## src/rtl/fft_twiddle_sequencer_if.sv

```systemverilog
// Control, twiddle-ROM and twiddle-stream signals of fft_twiddle_sequencer.
// master = sequencer side, slave = controller / ROM / butterfly datapath side.
interface fft_twiddle_sequencer_if #(
  parameter int FFT_TWIDDLE_WIDTH = 16
);
  logic                           start_i;
  logic [3:0]                     fft_len_log2_i;
  logic                           abort_i;
  logic                           busy_o;
  logic                           done_o;
  logic                           cfg_err_o;
  logic [15:0]                    rom_addr_o;
  logic                           rom_addr_valid_o;
  logic [2*FFT_TWIDDLE_WIDTH-1:0] rom_data_i;
  logic                           rom_data_valid_i;
  logic [2*FFT_TWIDDLE_WIDTH-1:0] tw_data_o;
  logic                           tw_valid_o;
  logic                           tw_ready_i;
  logic [3:0]                     tw_stage_o;
  logic                           tw_last_o;
  logic [31:0]                    stall_cycles_o;

  modport master (
    input  start_i, fft_len_log2_i, abort_i, rom_data_i, rom_data_valid_i, tw_ready_i,
    output busy_o, done_o, cfg_err_o, rom_addr_o, rom_addr_valid_o,
           tw_data_o, tw_valid_o, tw_stage_o, tw_last_o, stall_cycles_o
  );

  modport slave (
    output start_i, fft_len_log2_i, abort_i, rom_data_i, rom_data_valid_i, tw_ready_i,
    input  busy_o, done_o, cfg_err_o, rom_addr_o, rom_addr_valid_o,
           tw_data_o, tw_valid_o, tw_stage_o, tw_last_o, stall_cycles_o
  );
endinterface

```

## src/rtl/fft_twiddle_sequencer.sv

```systemverilog
// Twiddle read sequencer for an in-place radix-2 DIT FFT of length 2^L.
// Walks stage s / butterfly j, reads the max-length twiddle ROM, and streams
// the words through a 2-entry credit-managed FIFO to the butterfly datapath.
// Optional: define FFT_TWSEQ_PERF_EN to build the stall_cycles_o counter.
module fft_twiddle_sequencer #(
  parameter int FFT_MAX_FFT_LENGTH_LOG2 = 12,
  parameter int FFT_TWIDDLE_WIDTH       = 16
) (
  input logic                    clk_i,
  input logic                    reset_n_i,
  fft_twiddle_sequencer_if.master bus
);
  localparam int TW = 2 * FFT_TWIDDLE_WIDTH;
  localparam int EW = TW + 5;   // {last, stage[3:0], data}
  localparam logic [3:0] MAX_L = 4'(FFT_MAX_FFT_LENGTH_LOG2);

  localparam logic [1:0] ST_IDLE  = 2'd0;
  localparam logic [1:0] ST_ISSUE = 2'd1;
  localparam logic [1:0] ST_DRAIN = 2'd2;

  logic [1:0]    state_q, state_d;
  logic [3:0]    len_q, len_d;
  logic [3:0]    s_q, s_d;
  logic [15:0]   j_q, j_d;
  logic          infl_q, infl_d;
  logic [3:0]    infl_stage_q, infl_stage_d;
  logic          infl_last_q, infl_last_d;
  logic [EW-1:0] mem_q [2];
  logic [EW-1:0] mem_d [2];
  logic          wr_q, wr_d, rd_q, rd_d;
  logic [1:0]    cnt_q, cnt_d;
  logic          done_q, done_d;
  logic          cfg_err_q, cfg_err_d;

  logic          pop, push, issue, last_iss, start_ok;
  logic [2:0]    used;
  logic [15:0]   half_m1, addr;
  logic [3:0]    shamt;

  // Issue bookkeeping: credits, ordering, and the twiddle index for (s, j)
  always_comb begin
    pop      = (cnt_q != 2'd0) && bus.tw_ready_i;
    push     = bus.rom_data_valid_i && infl_q;
    used     = {1'b0, cnt_q} + {2'b0, infl_q};
    issue    = (state_q == ST_ISSUE) && !bus.abort_i && (used < (3'd2 + {2'b0, pop}));
    half_m1  = (16'd1 << (len_q - 4'd1)) - 16'd1;
    last_iss = (s_q == len_q - 4'd1) && (j_q == half_m1);
    // k << (MAX-L) == (j mod 2^s) << (MAX-1-s)
    shamt    = MAX_L - 4'd1 - s_q;
    addr     = (j_q & ((16'd1 << s_q) - 16'd1)) << shamt;
    start_ok = (state_q == ST_IDLE) && bus.start_i && !bus.abort_i &&
               (bus.fft_len_log2_i != 4'd0) && (bus.fft_len_log2_i <= MAX_L);
  end

  // FSM, counters, in-flight sideband and FIFO next state
  always_comb begin
    state_d      = state_q;
    len_d        = len_q;
    s_d          = s_q;
    j_d          = j_q;
    infl_d       = issue;
    infl_stage_d = infl_stage_q;
    infl_last_d  = infl_last_q;
    mem_d        = mem_q;
    wr_d         = wr_q;
    rd_d         = rd_q;
    cnt_d        = cnt_q;
    done_d       = 1'b0;
    cfg_err_d    = 1'b0;

    if (issue) begin
      infl_stage_d = s_q;
      infl_last_d  = last_iss;
    end
    if (push) begin
      mem_d[wr_q] = {infl_last_q, infl_stage_q, bus.rom_data_i};
      wr_d        = ~wr_q;
    end
    if (pop) rd_d = ~rd_q;
    cnt_d = cnt_q + {1'b0, push} - {1'b0, pop};

    case (state_q)
      ST_IDLE: begin
        if (start_ok) begin
          state_d = ST_ISSUE;
          len_d   = bus.fft_len_log2_i;
          s_d     = 4'd0;
          j_d     = 16'd0;
        end else if (bus.start_i) begin
          cfg_err_d = 1'b1;
        end
      end
      ST_ISSUE: begin
        if (issue) begin
          if (last_iss) begin
            state_d = ST_DRAIN;
          end else if (j_q == half_m1) begin
            j_d = 16'd0;
            s_d = s_q + 4'd1;
          end else begin
            j_d = j_q + 16'd1;
          end
        end
      end
      ST_DRAIN: begin
        if (pop && bus.tw_last_o) begin
          state_d = ST_IDLE;
          done_d  = 1'b1;
        end
      end
      default: state_d = ST_IDLE;
    endcase

    // Abort wins over everything: flush FIFO, drop in-flight response
    if (bus.abort_i) begin
      state_d   = ST_IDLE;
      infl_d    = 1'b0;
      cnt_d     = 2'd0;
      wr_d      = 1'b0;
      rd_d      = 1'b0;
      done_d    = 1'b0;
      cfg_err_d = 1'b0;
    end
  end

  // State registers
  always_ff @(posedge clk_i or negedge reset_n_i) begin
    if (!reset_n_i) begin
      state_q      <= ST_IDLE;
      len_q        <= 4'd0;
      s_q          <= 4'd0;
      j_q          <= 16'd0;
      infl_q       <= 1'b0;
      infl_stage_q <= 4'd0;
      infl_last_q  <= 1'b0;
      mem_q[0]     <= '0;
      mem_q[1]     <= '0;
      wr_q         <= 1'b0;
      rd_q         <= 1'b0;
      cnt_q        <= 2'd0;
      done_q       <= 1'b0;
      cfg_err_q    <= 1'b0;
    end else begin
      state_q      <= state_d;
      len_q        <= len_d;
      s_q          <= s_d;
      j_q          <= j_d;
      infl_q       <= infl_d;
      infl_stage_q <= infl_stage_d;
      infl_last_q  <= infl_last_d;
      mem_q        <= mem_d;
      wr_q         <= wr_d;
      rd_q         <= rd_d;
      cnt_q        <= cnt_d;
      done_q       <= done_d;
      cfg_err_q    <= cfg_err_d;
    end
  end

  assign bus.busy_o           = (state_q != ST_IDLE);
  assign bus.done_o           = done_q;
  assign bus.cfg_err_o        = cfg_err_q;
  assign bus.rom_addr_valid_o = issue;
  assign bus.rom_addr_o       = issue ? addr : 16'd0;
  assign bus.tw_valid_o       = (cnt_q != 2'd0);
  assign bus.tw_data_o        = mem_q[rd_q][TW-1:0];
  assign bus.tw_stage_o       = mem_q[rd_q][TW+3:TW];
  assign bus.tw_last_o        = mem_q[rd_q][TW+4];

`ifdef FFT_TWSEQ_PERF_EN
  logic [31:0] stall_q, stall_d;

  // Saturating count of back-pressured cycles, cleared per accepted run
  always_comb begin
    stall_d = stall_q;
    if (start_ok)
      stall_d = 32'd0;
    else if (bus.tw_valid_o && !bus.tw_ready_i && (stall_q != 32'hFFFF_FFFF))
      stall_d = stall_q + 32'd1;
  end

  // Stall counter register
  always_ff @(posedge clk_i or negedge reset_n_i) begin
    if (!reset_n_i) stall_q <= 32'd0;
    else            stall_q <= stall_d;
  end

  assign bus.stall_cycles_o = stall_q;
`else
  assign bus.stall_cycles_o = 32'd0;
`endif
endmodule

```

## src/flat_wrapper.sv

```systemverilog
// flat-port wrapper written by rule: the top's interface ports become plain ports
module fft_twiddle_sequencer_flat 
#(
  parameter int FFT_MAX_FFT_LENGTH_LOG2 = 12,
  parameter int FFT_TWIDDLE_WIDTH       = 16
)
  (clk_i, reset_n_i, bus_start_i, bus_fft_len_log2_i, bus_abort_i, bus_rom_data_i, bus_rom_data_valid_i, bus_tw_ready_i, bus_busy_o, bus_done_o, bus_cfg_err_o, bus_rom_addr_o, bus_rom_addr_valid_o, bus_tw_data_o, bus_tw_valid_o, bus_tw_stage_o, bus_tw_last_o, bus_stall_cycles_o);
  fft_twiddle_sequencer_if #(.FFT_TWIDDLE_WIDTH(FFT_TWIDDLE_WIDTH)) bus_i ();
  input logic clk_i;
  input logic reset_n_i;
  input wire logic [$bits(bus_i.start_i)-1:0] bus_start_i;
  input wire logic [$bits(bus_i.fft_len_log2_i)-1:0] bus_fft_len_log2_i;
  input wire logic [$bits(bus_i.abort_i)-1:0] bus_abort_i;
  input wire logic [$bits(bus_i.rom_data_i)-1:0] bus_rom_data_i;
  input wire logic [$bits(bus_i.rom_data_valid_i)-1:0] bus_rom_data_valid_i;
  input wire logic [$bits(bus_i.tw_ready_i)-1:0] bus_tw_ready_i;
  output wire logic [$bits(bus_i.busy_o)-1:0] bus_busy_o;
  output wire logic [$bits(bus_i.done_o)-1:0] bus_done_o;
  output wire logic [$bits(bus_i.cfg_err_o)-1:0] bus_cfg_err_o;
  output wire logic [$bits(bus_i.rom_addr_o)-1:0] bus_rom_addr_o;
  output wire logic [$bits(bus_i.rom_addr_valid_o)-1:0] bus_rom_addr_valid_o;
  output wire logic [$bits(bus_i.tw_data_o)-1:0] bus_tw_data_o;
  output wire logic [$bits(bus_i.tw_valid_o)-1:0] bus_tw_valid_o;
  output wire logic [$bits(bus_i.tw_stage_o)-1:0] bus_tw_stage_o;
  output wire logic [$bits(bus_i.tw_last_o)-1:0] bus_tw_last_o;
  output wire logic [$bits(bus_i.stall_cycles_o)-1:0] bus_stall_cycles_o;
  assign bus_i.start_i = bus_start_i;
  assign bus_i.fft_len_log2_i = bus_fft_len_log2_i;
  assign bus_i.abort_i = bus_abort_i;
  assign bus_i.rom_data_i = bus_rom_data_i;
  assign bus_i.rom_data_valid_i = bus_rom_data_valid_i;
  assign bus_i.tw_ready_i = bus_tw_ready_i;
  assign bus_busy_o = bus_i.busy_o;
  assign bus_done_o = bus_i.done_o;
  assign bus_cfg_err_o = bus_i.cfg_err_o;
  assign bus_rom_addr_o = bus_i.rom_addr_o;
  assign bus_rom_addr_valid_o = bus_i.rom_addr_valid_o;
  assign bus_tw_data_o = bus_i.tw_data_o;
  assign bus_tw_valid_o = bus_i.tw_valid_o;
  assign bus_tw_stage_o = bus_i.tw_stage_o;
  assign bus_tw_last_o = bus_i.tw_last_o;
  assign bus_stall_cycles_o = bus_i.stall_cycles_o;
  fft_twiddle_sequencer #(.FFT_MAX_FFT_LENGTH_LOG2(FFT_MAX_FFT_LENGTH_LOG2), .FFT_TWIDDLE_WIDTH(FFT_TWIDDLE_WIDTH)) u_core (.clk_i(clk_i), .reset_n_i(reset_n_i), .bus(bus_i));
endmodule
```

## config.mk

```make
export PLATFORM = sky130hd
export DESIGN_NAME = fft_twiddle_sequencer_flat
export DESIGN_NICKNAME = d
export VERILOG_FILES = /design/src/rtl/fft_twiddle_sequencer_if.sv /design/src/rtl/fft_twiddle_sequencer.sv /design/src/flat_wrapper.sv
export SDC_FILE = /design/constraint.sdc
export NUM_CORES = 1
export LEC_CHECK = 0
export BUFFER_PORTS_ARGS = -buffer_cell sky130_fd_sc_hd__buf_2
export CORE_MARGIN = 2
export CORE_UTILIZATION = 55
export DETAILED_ROUTE_END_ITERATION = 8
export PLACE_DENSITY = 0.85
export RECOVER_POWER = 25
export SYNTH_ARGS = -nofsm -noshare
export SYNTH_HDL_FRONTEND = slang
export SYNTH_SLANG_ARGS = --single-unit
export TNS_END_PERCENT = 5
```

## constraint.sdc

```tcl
create_clock -name clk_i -period 9.83 [get_ports clk_i]
set_clock_uncertainty 0.2 [all_clocks]
set_input_delay 0 -clock clk_i [delete_from_list [all_inputs] [get_ports clk_i]]
set_output_delay 0 -clock clk_i [all_outputs]
set_load 0.03 [all_outputs]
```

==> out/results.ini <==
[cts]
total_clock_buffers_created_by_cts = 9
post_cts.resized_instances = 0
cts_root_buf = sky130_fd_sc_hd__clkbuf_16
clkTransAtPathRegs_ns = 0.09
maximum_clock_path_buffer_count = 2
post-cts-setup-buffers = 0
cts_num_sinks = 112
insertion_delay_ns = 0.37
htreeDepth = 3
ctsHoldBuffers = 42
clock_tree_from_tritoncts = yes

[critical_path]
cp.arrival_ns = 4.87
critical_path.top_delay_family = buffers and inverters
cp.required_ns = 9.39
reg2reg_depth = 15
worstSetupStartpoint = reset_n_i
timing.critical_path.depth = 3
cp_most_frequent_cell = sky130_fd_sc_hd__clkbuf_1
cp_cell_sequence = dlygate4sd3_1 > clkbuf_1 > clkbuf_1
destination_of_the_critical_timing_path = u_core.len_q[1]$_DFFE_PN0P_
critical_path_buf_inv_count = 3
setup.reg_to_reg.worst_slack_ns = 5.03
critPathKind = in -> async
worst_r2r_endpoint = u_core.s_q[1]$_DFFE_PN0P_
worst_path_maximum_fanout = 62
end_kind = asynchronous set/reset pin
r2r-start = u_core.len_q[0]$_DFFE_PN0P_
critical-path-max-stage-delay_ns = 2.38
critPathLaunchType = input pin
worst_path_max_delay_cell = sky130_fd_sc_hd__clkbuf_1

[detailed_routing]
met3_length_mm = 1.59
met1Wirelength_mm = 7.62
post-route-drc-count = 0
finalWirelength_mm = 19.4
first_iter_violations = 727
routed.top_layer = met4
route.met2.wl_mm = 9.72
routed-via-count = 6632
detail-route-antenna-nets = 0
routed_via_density = 6.10
avgRoutedWirePerCell_um = 17.9
dr.pass1.iters = 5

[sta]
post-route-period-util = 0.541
relSlewSlack = -1.13
slew_violations = 154
setup_tns_ns = 0
grt_setup_unrepaired = no
final_period_minus_worst_setup_slack_ns = 5.31
hold_violations = 1
fin_worst_hold_slack_ns = -0.00213
max_slew.worst_pin.slew_ns = 3.20
setup_viol = 0
achievable-frequency_mhz = 188

[synth]
yosysSeqAreaShare = 0.362
synth_top_area_frac = 0.362
yosysWarningCount = 0
async_reset_ff_frac = 1.00
post_synth_main_area_contributors = sky130_fd_sc_hd__dfrtp_1, sky130_fd_sc_hd__mux2_2, sky130_fd_sc_hd__ha_1
post_synth_edffs = 0
syn_inst = 805
avgSynthCellArea_um2 = 9.63
post_synth_instance_area_um2 = 7750
synthDominantAreaCellType = sky130_fd_sc_hd__dfrtp_1
synth-seq-cells = 112
synth-main-ff-cell = sky130_fd_sc_hd__dfrtp_1
synth_cell_type_count = 76

[pwr]
peakVddDrop_mv = 0.109
combinationalPowerShare = 0.466
share_seq_of_total_power = 0.342
power_frac_clock = 0.192
switchingPower_mw = 0.851
power_per_cell_area_nw_per_um2 = 224
cell_internal_pwr_mw = 1.13
power.share.switching = 0.429
static_leakage_power_nw = 4.06

[floorplanning]
num_rows = 43
design.portCount = 132
die_y_um = 123
floorplan.initialDensity = 0.561
area_of_the_die_um2 = 15100
die_extent_in_x_um = 123
core_area_um2 = 13800

[layout]
drive_gt1_frac = 0.279
final_net_count = 966
diodes = 0
area_growth_syn_to_layout_pct = 14.5
finish.instance_area_um2 = 8870

[outcome]
violations = negative hold slack, max-capacitance violations, max-slew violations
outcome = complete, but fails checks

[place]
portBuffers = 99
dpl_cell_area_um2 = 8160
place.detailed.hpwl_mm = 13.0
finalWeightedCongestion = 0.944

[worst_hold_path]
hp-class = in -> reg

[global_route]
grt_max_degree = 63
global_route.overflow_total = 0
first_global_vias = 6100
grt_use_total = 0.257
antenna_found_initial = 0
wire_length_of_the_first_global_routing_pass_mm = 30.6

[run]
max_cap_viol_count = 3

-- Yosys cell counts, drive strengths merged (6+ instances only) --
cell	number
mux2	120
o21ai	40
inv	19
buf	48
nand2b	11
xnor2	16
a211oi	6
clkbuf	43
a21boi	8
and2	9
nor4	9
ha	21
nand3	16
and3	8
xor2	12
nor2b	10
mux2i	13
or3	8
nand2	45
nor3	23
a21o	7
o21a	11
nand4	14
dfrtp	112
o31ai	8
a21oi	27
nor2	49
or2	8
or4	10
-- registers in the layout, indices dropped and copies added, names as in the netlist --
| signal | flops |
|---|---|
| u_core.s_q | 4 |
| u_core.infl_last_q | 1 |
| u_core.len_q | 4 |
| u_core.wr_q | 1 |
| u_core.infl_stage_q | 4 |
| u_core.bus.done_o | 1 |
| u_core.infl_q | 1 |
| u_core.cnt_q | 2 |
| u_core.rd_q | 1 |
| u_core.mem_q | 74 |
| u_core.state_q | 2 |
| u_core.bus.cfg_err_o | 1 |
| u_core.j_q | 16 |
-- logic make-up (layout without fill, tap and decap cells) --
kind of cell               after synthesis  count (layout)  synth area share
muxes                                  133             133             0.191
AOI/OAI and AO/OA                      158             158             0.141
adders and majority gates               21              21            0.0339
buffers and inverters                  111             183            0.0718
DFF                                    112             112             0.362
and+or+nand+nor                        240             240             0.166
other                                    1              32          0.000484
xor gates and xnor gates                29              29            0.0345
-- worst register-to-register path, stage by stage (launching register included) --
cell                      delay (ns)
sky130_fd_sc_hd__dfrtp_1        0.56
sky130_fd_sc_hd__inv_1          0.15
sky130_fd_sc_hd__ha_1           0.49
sky130_fd_sc_hd__nor2_1         0.36
sky130_fd_sc_hd__a32o_1         0.27
sky130_fd_sc_hd__nand2_1        0.07
sky130_fd_sc_hd__ha_1           0.24
sky130_fd_sc_hd__xnor2_1        0.25
sky130_fd_sc_hd__nor2_1         0.06
sky130_fd_sc_hd__nor3_1         0.20
sky130_fd_sc_hd__a32oi_1        0.12
sky130_fd_sc_hd__nor3_1         0.27
sky130_fd_sc_hd__nand4_1        0.18
sky130_fd_sc_hd__nor4_1         0.40
sky130_fd_sc_hd__o21ai_0        0.50
sky130_fd_sc_hd__a32o_1         0.37
-- cell usage in the layout, fill, tap and decap left out, drive strengths merged, types with 11 or more instances in the layout --
cell type and count:
dfrtp 112, nor3 23, nand2 45, conb 32, nand2b 11, buf 97, mux2 120, o21a 11
nand3 16, nand4 14, o21ai 40, dlygate4sd3 42, xor2 12, nor2 49, xnor2 16, inv 23
mux2i 13, ha 21, clkbuf 17, a21oi 27
-- how the worst min path moves through the flow --
stage | from | to | slack (ns) | cells past startpoint
finish | bus_rom_data_valid_i | u_core.wr_q$_DFFE_PN0P_ | -0.002 | 4
global route | bus_rom_data_valid_i | u_core.wr_q$_DFFE_PN0P_ | 0.07 | 4
CTS | bus_rom_data_valid_i | u_core.wr_q$_DFFE_PN0P_ | 0.008 | 4
detailed placement | reset_n_i | u_core.mem_q[64]$_DFFE_PN0P_ | -0.13 | 1
global placement | reset_n_i | u_core.mem_q[27]$_DFFE_PN0P_ | -0.13 | 1
floorplan | reset_n_i | u_core.bus.cfg_err_o$_DFF_PN0_ | -0.50 | 0
-- final cells by class --
cell class / count / area [µm²]
clock buffer: 9 / 225
fill: 1056 / 4950
sequential: 112 / 2800
inverter: 20 / 75.1
timing repair buffer: 147 / 946
clock inverter: 7 / 88.8
multi-input combinational: 613 / 4510
tap: 180 / 225
-- metrics by stage --
step	utilization	total power, mW	cells	worst slack [ns]
after floorplan	-	1.37	836	5.77
after global placement	0.590	1.54	1030	5.30
after detailed placement	0.590	1.57	1030	5.12
after CTS	0.643	1.97	1088	5.11
after global routing	0.642	2.09	1088	3.38
final	0.642	1.98	1088	4.52
-- power groups by stage --
stage          Clock, mW  Combinational, mW  Sequential [mW]
2_1_floorplan          0              0.745            0.621
3_3_place_gp           0              0.869            0.667
3_5_place_dp           0              0.889            0.679
4_1_cts            0.387              0.909            0.670
5_1_grt            0.406              0.996            0.693
6_report           0.381              0.925            0.678
-- layer usage --
metal / global-route usage / vias up
met5: 0 / -
met3: 0.0432 / 45
met1: 0.324 / 3200
li1: - / 3073
met2: 0.443 / 314
met4: 0.0905 / 0
Power figures use the tool's default switching activity.
